<file path="src/rtl/pipe_stage_reg.sv">
// Parametrised pipeline-stage register with valid/ready handshake, flush-to-bubble and backpressure.
// Define PIPE_STAGE_SKID_EN for a second (skid) entry that makes in_ready a registered signal.
module pipe_stage_reg #(
    parameter int                DATA_W = 32,
    parameter int                PC_W   = 32,
    parameter logic [DATA_W-1:0] BUBBLE = '0
) (
    input  logic              clk,
    input  logic              rst,
    input  logic              flush,
    input  logic              in_valid,
    output logic              in_ready,
    input  logic [PC_W-1:0]   in_pc,
    input  logic [DATA_W-1:0] in_data,
    output logic              out_valid,
    input  logic              out_ready,
    output logic [PC_W-1:0]   out_pc,
    output logic [DATA_W-1:0] out_data,
    output logic [1:0]        occupancy
);

    typedef enum logic [1:0] {
        EMPTY = 2'd0,
        ONE   = 2'd1,
        TWO   = 2'd2
    } state_t;

    state_t            state, state_nxt;
    logic              accept, emit;
    logic              load_main_in, load_main_skid;
    logic [PC_W-1:0]   skid_pc;
    logic [DATA_W-1:0] skid_data;

    assign out_valid = (state != EMPTY);
    assign occupancy = state;

`ifdef PIPE_STAGE_SKID_EN
    assign in_ready = (state != TWO);
`else
    assign in_ready = !out_valid || out_ready;
`endif

    assign accept = in_valid && in_ready;
    assign emit   = out_valid && out_ready;

    // NOTE: every signal written here gets a default first, so no path leaves it unassigned (no latch).
    always_comb begin
        state_nxt      = state;
        load_main_in   = 1'b0;
        load_main_skid = 1'b0;
        unique case (state)
            EMPTY: begin
                if (accept) begin
                    state_nxt    = ONE;
                    load_main_in = 1'b1;
                end
            end
            ONE: begin
                // Without the skid entry an accept in ONE always coincides with an emit.
                if (accept && emit) begin
                    load_main_in = 1'b1;
                end else if (accept) begin
                    state_nxt = TWO;
                end else if (emit) begin
                    state_nxt = EMPTY;
                end
            end
            TWO: begin
                if (emit) begin
                    state_nxt      = ONE;
                    load_main_skid = 1'b1;
                end
            end
            default: state_nxt = EMPTY;
        endcase
    end

    // NOTE: sequential state uses non-blocking assignments so all registers update together at the edge.
    always_ff @(posedge clk) begin
        if (rst || flush) begin
            state <= EMPTY;
        end else begin
            state <= state_nxt;
        end
    end

    // Flush loads the bubble; draining to EMPTY leaves the last beat visible on out_pc/out_data.
    always_ff @(posedge clk) begin
        if (rst || flush) begin
            out_pc   <= '0;
            out_data <= BUBBLE;
        end else if (load_main_in) begin
            out_pc   <= in_pc;
            out_data <= in_data;
        end else if (load_main_skid) begin
            out_pc   <= skid_pc;
            out_data <= skid_data;
        end
    end

`ifdef PIPE_STAGE_SKID_EN
    // NOTE: the skid data registers are cleared on reset/flush as well, so a stale beat can never resurface.
    always_ff @(posedge clk) begin
        if (rst || flush) begin
            skid_pc   <= '0;
            skid_data <= '0;
        end else if (state == ONE && state_nxt == TWO) begin
            skid_pc   <= in_pc;
            skid_data <= in_data;
        end
    end
`else
    assign skid_pc   = '0;
    assign skid_data = '0;
`endif

endmodule
</file>
<file path="config.mk">
export PLATFORM = sky130hd
export DESIGN_NAME = pipe_stage_reg
export DESIGN_NICKNAME = d
export VERILOG_FILES = /design/src/rtl/pipe_stage_reg.sv
export SDC_FILE = /design/constraint.sdc
export NUM_CORES = 1
export LEC_CHECK = 0
export BUFFER_PORTS_ARGS = -buffer_cell sky130_fd_sc_hd__buf_2
export CORE_ASPECT_RATIO = 0.8
export CORE_MARGIN = 2
export CORE_UTILIZATION = 36
export DETAILED_ROUTE_END_ITERATION = 12
export PLACE_DENSITY = 0.73
export SETUP_SLACK_MARGIN = 0.4
export SYNTH_ARGS = -nofsm -noshare
export SYNTH_HDL_FRONTEND = slang
export SYNTH_SLANG_ARGS = --single-unit
export TNS_END_PERCENT = 100
</file>
<file path="constraint.sdc">
create_clock -name clk -period 1.43 [get_ports clk]
set_clock_uncertainty 0.15 [all_clocks]
set_input_delay 0.0715 -clock clk [delete_from_list [all_inputs] [get_ports clk]]
set_output_delay 0.0715 -clock clk [all_outputs]
set_load 0.02 [all_outputs]
</file>
# After elaboration in Yosys (flattened, before gate mapping)
# Index checks and enable logic that the tools add are counted.
[word_totals]
regBits = 66
latch_bits = 0
ramBits = 0
rom_bits = 0
input_bits = 69
out_inout_bits = 68
elab_cells = 33
n_memories = 0
[classes]
n_addsub = 0
mul = 0
n_div = 0
n_lt_le_gt_ge = 0
eq_ne = 6
shifts = 0
muxes = 14
n_bitwise = 0
n_reduce_logical = 10
[op_table]
columns = ["operator", "count"]
rows = [
  ["$mux 32", 3],
  ["$mux 2", 5],
  ["$ne 2x2->1 const B", 3],
  ["$pmux 2 s3", 1],
  ["$mux 1", 4],
  ["$reduce_and 4->1", 1],
  ["$reduce_bool 2->1", 2],
  ["$logic_and 1x1->1", 3],
  ["$ne 3x3->1 const B", 1],
  ["$eq 2x1->1 const B", 1],
  ["$eq 2x2->1 const B", 1],
  ["$logic_not 2->1", 1],
  ["$logic_or 1x1->1", 2],
  ["$pmux 1 s2", 1],
  ["$logic_not 1->1", 1],
]

# Logic depth before layout (Yosys ltp)
[logic_depth]
ltp_word = 8
mapped_depth = 5
depth_no_buf = 3

# Worst setup path after synthesis
# OpenSTA, ideal clock, no wires.
[synth_path]
kind = "reg2reg"
from = "register state[0] (netlist: occupancy[0])"
to = "register out_data[0]"
setup_ns = 0.117
arrival_ns = 1.479
required_time_ns = 1.163
slack_ns = -0.316
stages_incl_launch_ff = 6
n_path_buf = 2
synth_period_minus_slack_ns = 1.746
path_cell_list = "dfxtp_1 or2b_4 and3b_2 buf_2 clkbuf_1 a22o_1"
[synth_via]
elab_chain_len = 8
word_cells_on_any_way = 16
classes_between = "eq/ne (2); mux (6); reduce/logical (8)"
[synth_lines]
columns = ["element", "line_no", "source"]
rows = [
  ["start: declaration", "28", "state_t state, state_nxt;"],
  ["start signal: assignment", "83", "state <= state_nxt;"],
  ["$reduce_bool 2->1", "34", "assign out_valid = (state != EMPTY);"],
  ["$logic_not 1->1", "40", "assign in_ready = !out_valid || out_ready;"],
  ["$logic_or 1x1->1", "40", ""],
  ["$logic_and 1x1->1", "43", "assign accept = in_valid && in_ready;"],
  ["$logic_and 1x1->1", "60", "if (accept && emit) begin"],
  ["$mux 1", "60", ""],
  ["$pmux 1 s2", "51", "unique case (state)"],
  ["$mux 32 or $reduce_bool 2->1 (tied branches)", "n/a", ""],
  ["end signal: assignment", "94", "out_data <= in_data;"],
  ["end signal: assignment", "97", "out_data <= skid_data;"],
  ["end: declaration", "18", "output logic [DATA_W-1:0] out_data,"],
]
# Several ways; a longest one is shown, not always the timed one.
# A chain may end at the register's enable or synchronous reset.

# Worst setup path after layout
[layout_path]
from = "register state[0] (netlist: occupancy[0])"
to = "register out_pc[10]"
[layout_via]
elab_chain_len = 8
word_cells_on_any_way = 16
classes_between = "eq/ne (2); mux (6); reduce/logical (8)"
[layout_lines]
columns = ["element", "line_no", "source"]
rows = [
  ["$reduce_bool 2->1", "34", ""],
  ["$logic_not 1->1", "40", ""],
  ["$logic_or 1x1->1", "40", ""],
  ["$logic_and 1x1->1", "43", ""],
  ["$logic_and 1x1->1", "60", ""],
  ["$mux 1", "60", ""],
  ["$pmux 1 s2", "51", ""],
  ["$mux 32 or $reduce_bool 2->1 (tied branches)", "n/a", ""],
  ["end signal: assignment", "93", "out_pc <= in_pc;"],
  ["end signal: assignment", "96", "out_pc <= skid_pc;"],
  ["end: declaration", "17", "output logic [PC_W-1:0] out_pc,"],
]
# Several ways; a longest one is shown, not always the timed one.

==> results.md <==
- Fmax: 0.6478 GHz
- Gate Count Post-Synth: ~160
- Placed Cells: 364
- Max_cap viols: 0
- Final min period: 1.544 ns
- Slew Limit Fails: 0
- Die Wd: around 90 um
- IR drop worst, VDD: 794.7 uV
- Worst-Skew Late Latency: 0.33 ns
- Core Rows: 24
- Xor and xnor area share after synthesis: 0%
- Final Instance Area: around 4500 um2
- Largest net degree at the start of global routing: 35
- Cell Area, Placed: a little under 3000 um2
- Pre-CTS setup slack: -0.1404 ns
- Worst-path maximum fanout: 14
- Hold WS: -0.1016 ns
- Leak: ~2.1 nW
- PwrDens: 994.3 nW/um2
- Netlist cell types: 16
- Tot Pwr: between 4 and 5 mW
- Critical path cell sequence: or2b_4 > a211oi_4 > buf_6 > clkbuf_16 > a22o_1
- Setup crit end kind: register
- Max_slew headroom: between 80% and 90%
- Crit path DAT: around 1.7 ns
- Synth Net Count: around 220
- DP HPWL: about 3.5 mm
- CTS tree: yes
- Via density: ~4.7
- Antenna Nets Post-Route: 0
- DRT Pass-1 Iters: 4
- Final period util: 108.0%
- Clock Path Buffers: 2
- Hold/Removal Path Class: input pin to register
- Compound-Gate Fraction of Synth Area: around 29%
- Gr usage total: between 20% and 30%
- Critical Path Max Stage Delay: 0.35 ns
- # diodes: 0
- TritonCTS buffer count: 9
- #FFs+latches synth: 66
- Avg WL per Cell: between 15 and 20 um
- Port Buffers: roughly 140
- 1st-iter DRT viols: between 70 and 80
- Failing checks: negative hold slack, negative setup slack
- Final setup fails: 65
- Post-Route Setup TNS: -5.417 ns
- Post-Synth Simple-Gate Area: under 10%
- Req. time, crit path: between 1.5 and 2 ns
- Root Buffer: clkbuf_8
- Hold buffers post-CTS: 65
- First-pass GRT wire length: between 10 and 15 mm
- Routed wire length: 7.555 mm
- Vias in the first global route: around 2300
- Critical path class: register to register
- Share of cells above drive strength 1: approximately 66%
- Post-Syn Area per Cell: about 13 um2
- Slew @ Worst Pin: about 0.24 ns
- Drc violations: 0
- Core Region: around 5500 um2
- CTS sink count: 66
- Final Hold Fails: 2
- RSZ-0062 raised after global routing: true
- Final cell count without fillers: 463
- Boundary Pins: 137
- Starting Density: between 30% and 40%
- Syn Std Cell Area: around 2100 um2
- CP Launch Type: register
- Slowest cell on crit path: dfxtp_4
- GR Overflow Total: 0
- Post-Synth Adder-Cell Area: 0%
- Multiplexer share of the synthesized area: 0%
- H-tree Lvls: 3
- Die Y: 72.04 um
- Reg clk slew, reported paths: about 0.070 ns
- Run status: finished with violations
- Worst Slack Setup Final: -0.1138 ns
- Syn. warnings: 0
- Flop2flop setup slack: -0.11 ns
- Largest family of logic cells by synthesized area: compound AO/OA/AOI/OAI gates
- DIE AREA: 6415 um2
- Antenna violations before repair: 0
- Vias: roughly 2200
- Area grow syn2layout: 115.5%
- Nets: between 400 and 500
- Sequential area share after synthesis: a little under two thirds
- RePlAce Congestion: around 0.73
- Post-layout util: about four fifths
final timing paths:
| check | from | end | cells past startpoint |
|---|---|---|---|
| worst max-delay path | occupancy[0] | out_pc[10] | 5 |
| worst min register to register | out_data[30] | out_data[30] | 1 |
| worst max register to register | occupancy[0] | out_pc[10] | 5 |
| worst min-delay path | rst | occupancy[1] | 3 |
layer usage:
layer	routed length, um	GRT usage (%)	vias to the layer above
li1	-	-	1045
met1	2914	22.41	1042
met2	3982	41.79	89
met3	486	7.053	16
met4	172	10.45	0
met5	0	0	-
flip-flops by register name (all words and copies together), names as in the netlist:
name,flops
out_pc,32
out_data,32
occupancy,2
cell families after synthesis:
family,count (synthesis)
compound gates,67
buf+inv,14
flops,66
simple gates,8
synthesized netlist by cell type:
cell type	number	area [um2]
nand2b_1	1	6.260
buf_2	1	5.000
inv_1	1	3.750
o21ba_2	1	10.01
nor2b_1	1	6.260
a22o_1	64	560.5
or2_2	1	6.260
or2_4	1	8.760
clkbuf_1	6	22.52
and3b_2	2	20.02
buf_6	6	67.56
a211oi_4	1	20.02
nor4b_1	1	8.760
or2b_4	1	11.26
a21oi_1	1	5.000
dfxtp_1	66	1321
cell type report:
cell class,count,area [um2]
Tap cell,78,97.59
Clock inverter,4,70.07
Sequential cell,66,1406
Multi-Input combinational cell,75,683.2
Fill cell,329,1036
Inverter,1,3.754
Timing Repair Buffer,227,2052
Clock buffer,12,176.4
power breakdown:
part | switching [mW] | internal [mW] | total (mW)
Sequential | 0.0463 | 1.91 | 1.96
Clock | 0.682 | 1.18 | 1.86
Combinational | 0.250 | 0.397 | 0.647
Total | 0.978 | 3.49 | 4.46
critical path, delay by kind of cell (launching register included):
| family | cells | cell delay (ns) |
|---|---|---|
| compound gates | 2 | 0.34 |
| buf+inv | 2 | 0.36 |
| flops | 1 | 0.35 |
| simple gates | 1 | 0.28 |
layout by cell type (no fill, tap or decap):
cell	Yosys	final
a211oi_4	1	1
a21oi_2	0	1
a22o_1	64	64
and3b_2	2	2
buf_12	0	4
buf_2	1	68
buf_4	0	16
buf_6	6	72
bufinv_16	0	2
clkbuf_16	0	3
clkbuf_8	0	11
clkinv_2	0	2
dfxtp_2	0	65
dfxtp_4	0	1
dlygate4sd3_1	0	65
inv_1	1	1
nand2b_4	0	1
nor2b_1	1	1
nor4b_2	0	1
o21ba_2	1	1
or2_4	1	2
or2b_4	1	1
repair_timing:
item | 4_1_cts | 5_1_grt
resized for setup | 195 | 13
setup buffers | 3 | 13
setup endpoints to repair | 133 | 127
pin swaps | 1 | 1
gates cloned | 0 | 2
endpoints found under the hold margin | 66 | 2
Note: power is estimated with default switching activity, not from simulation.
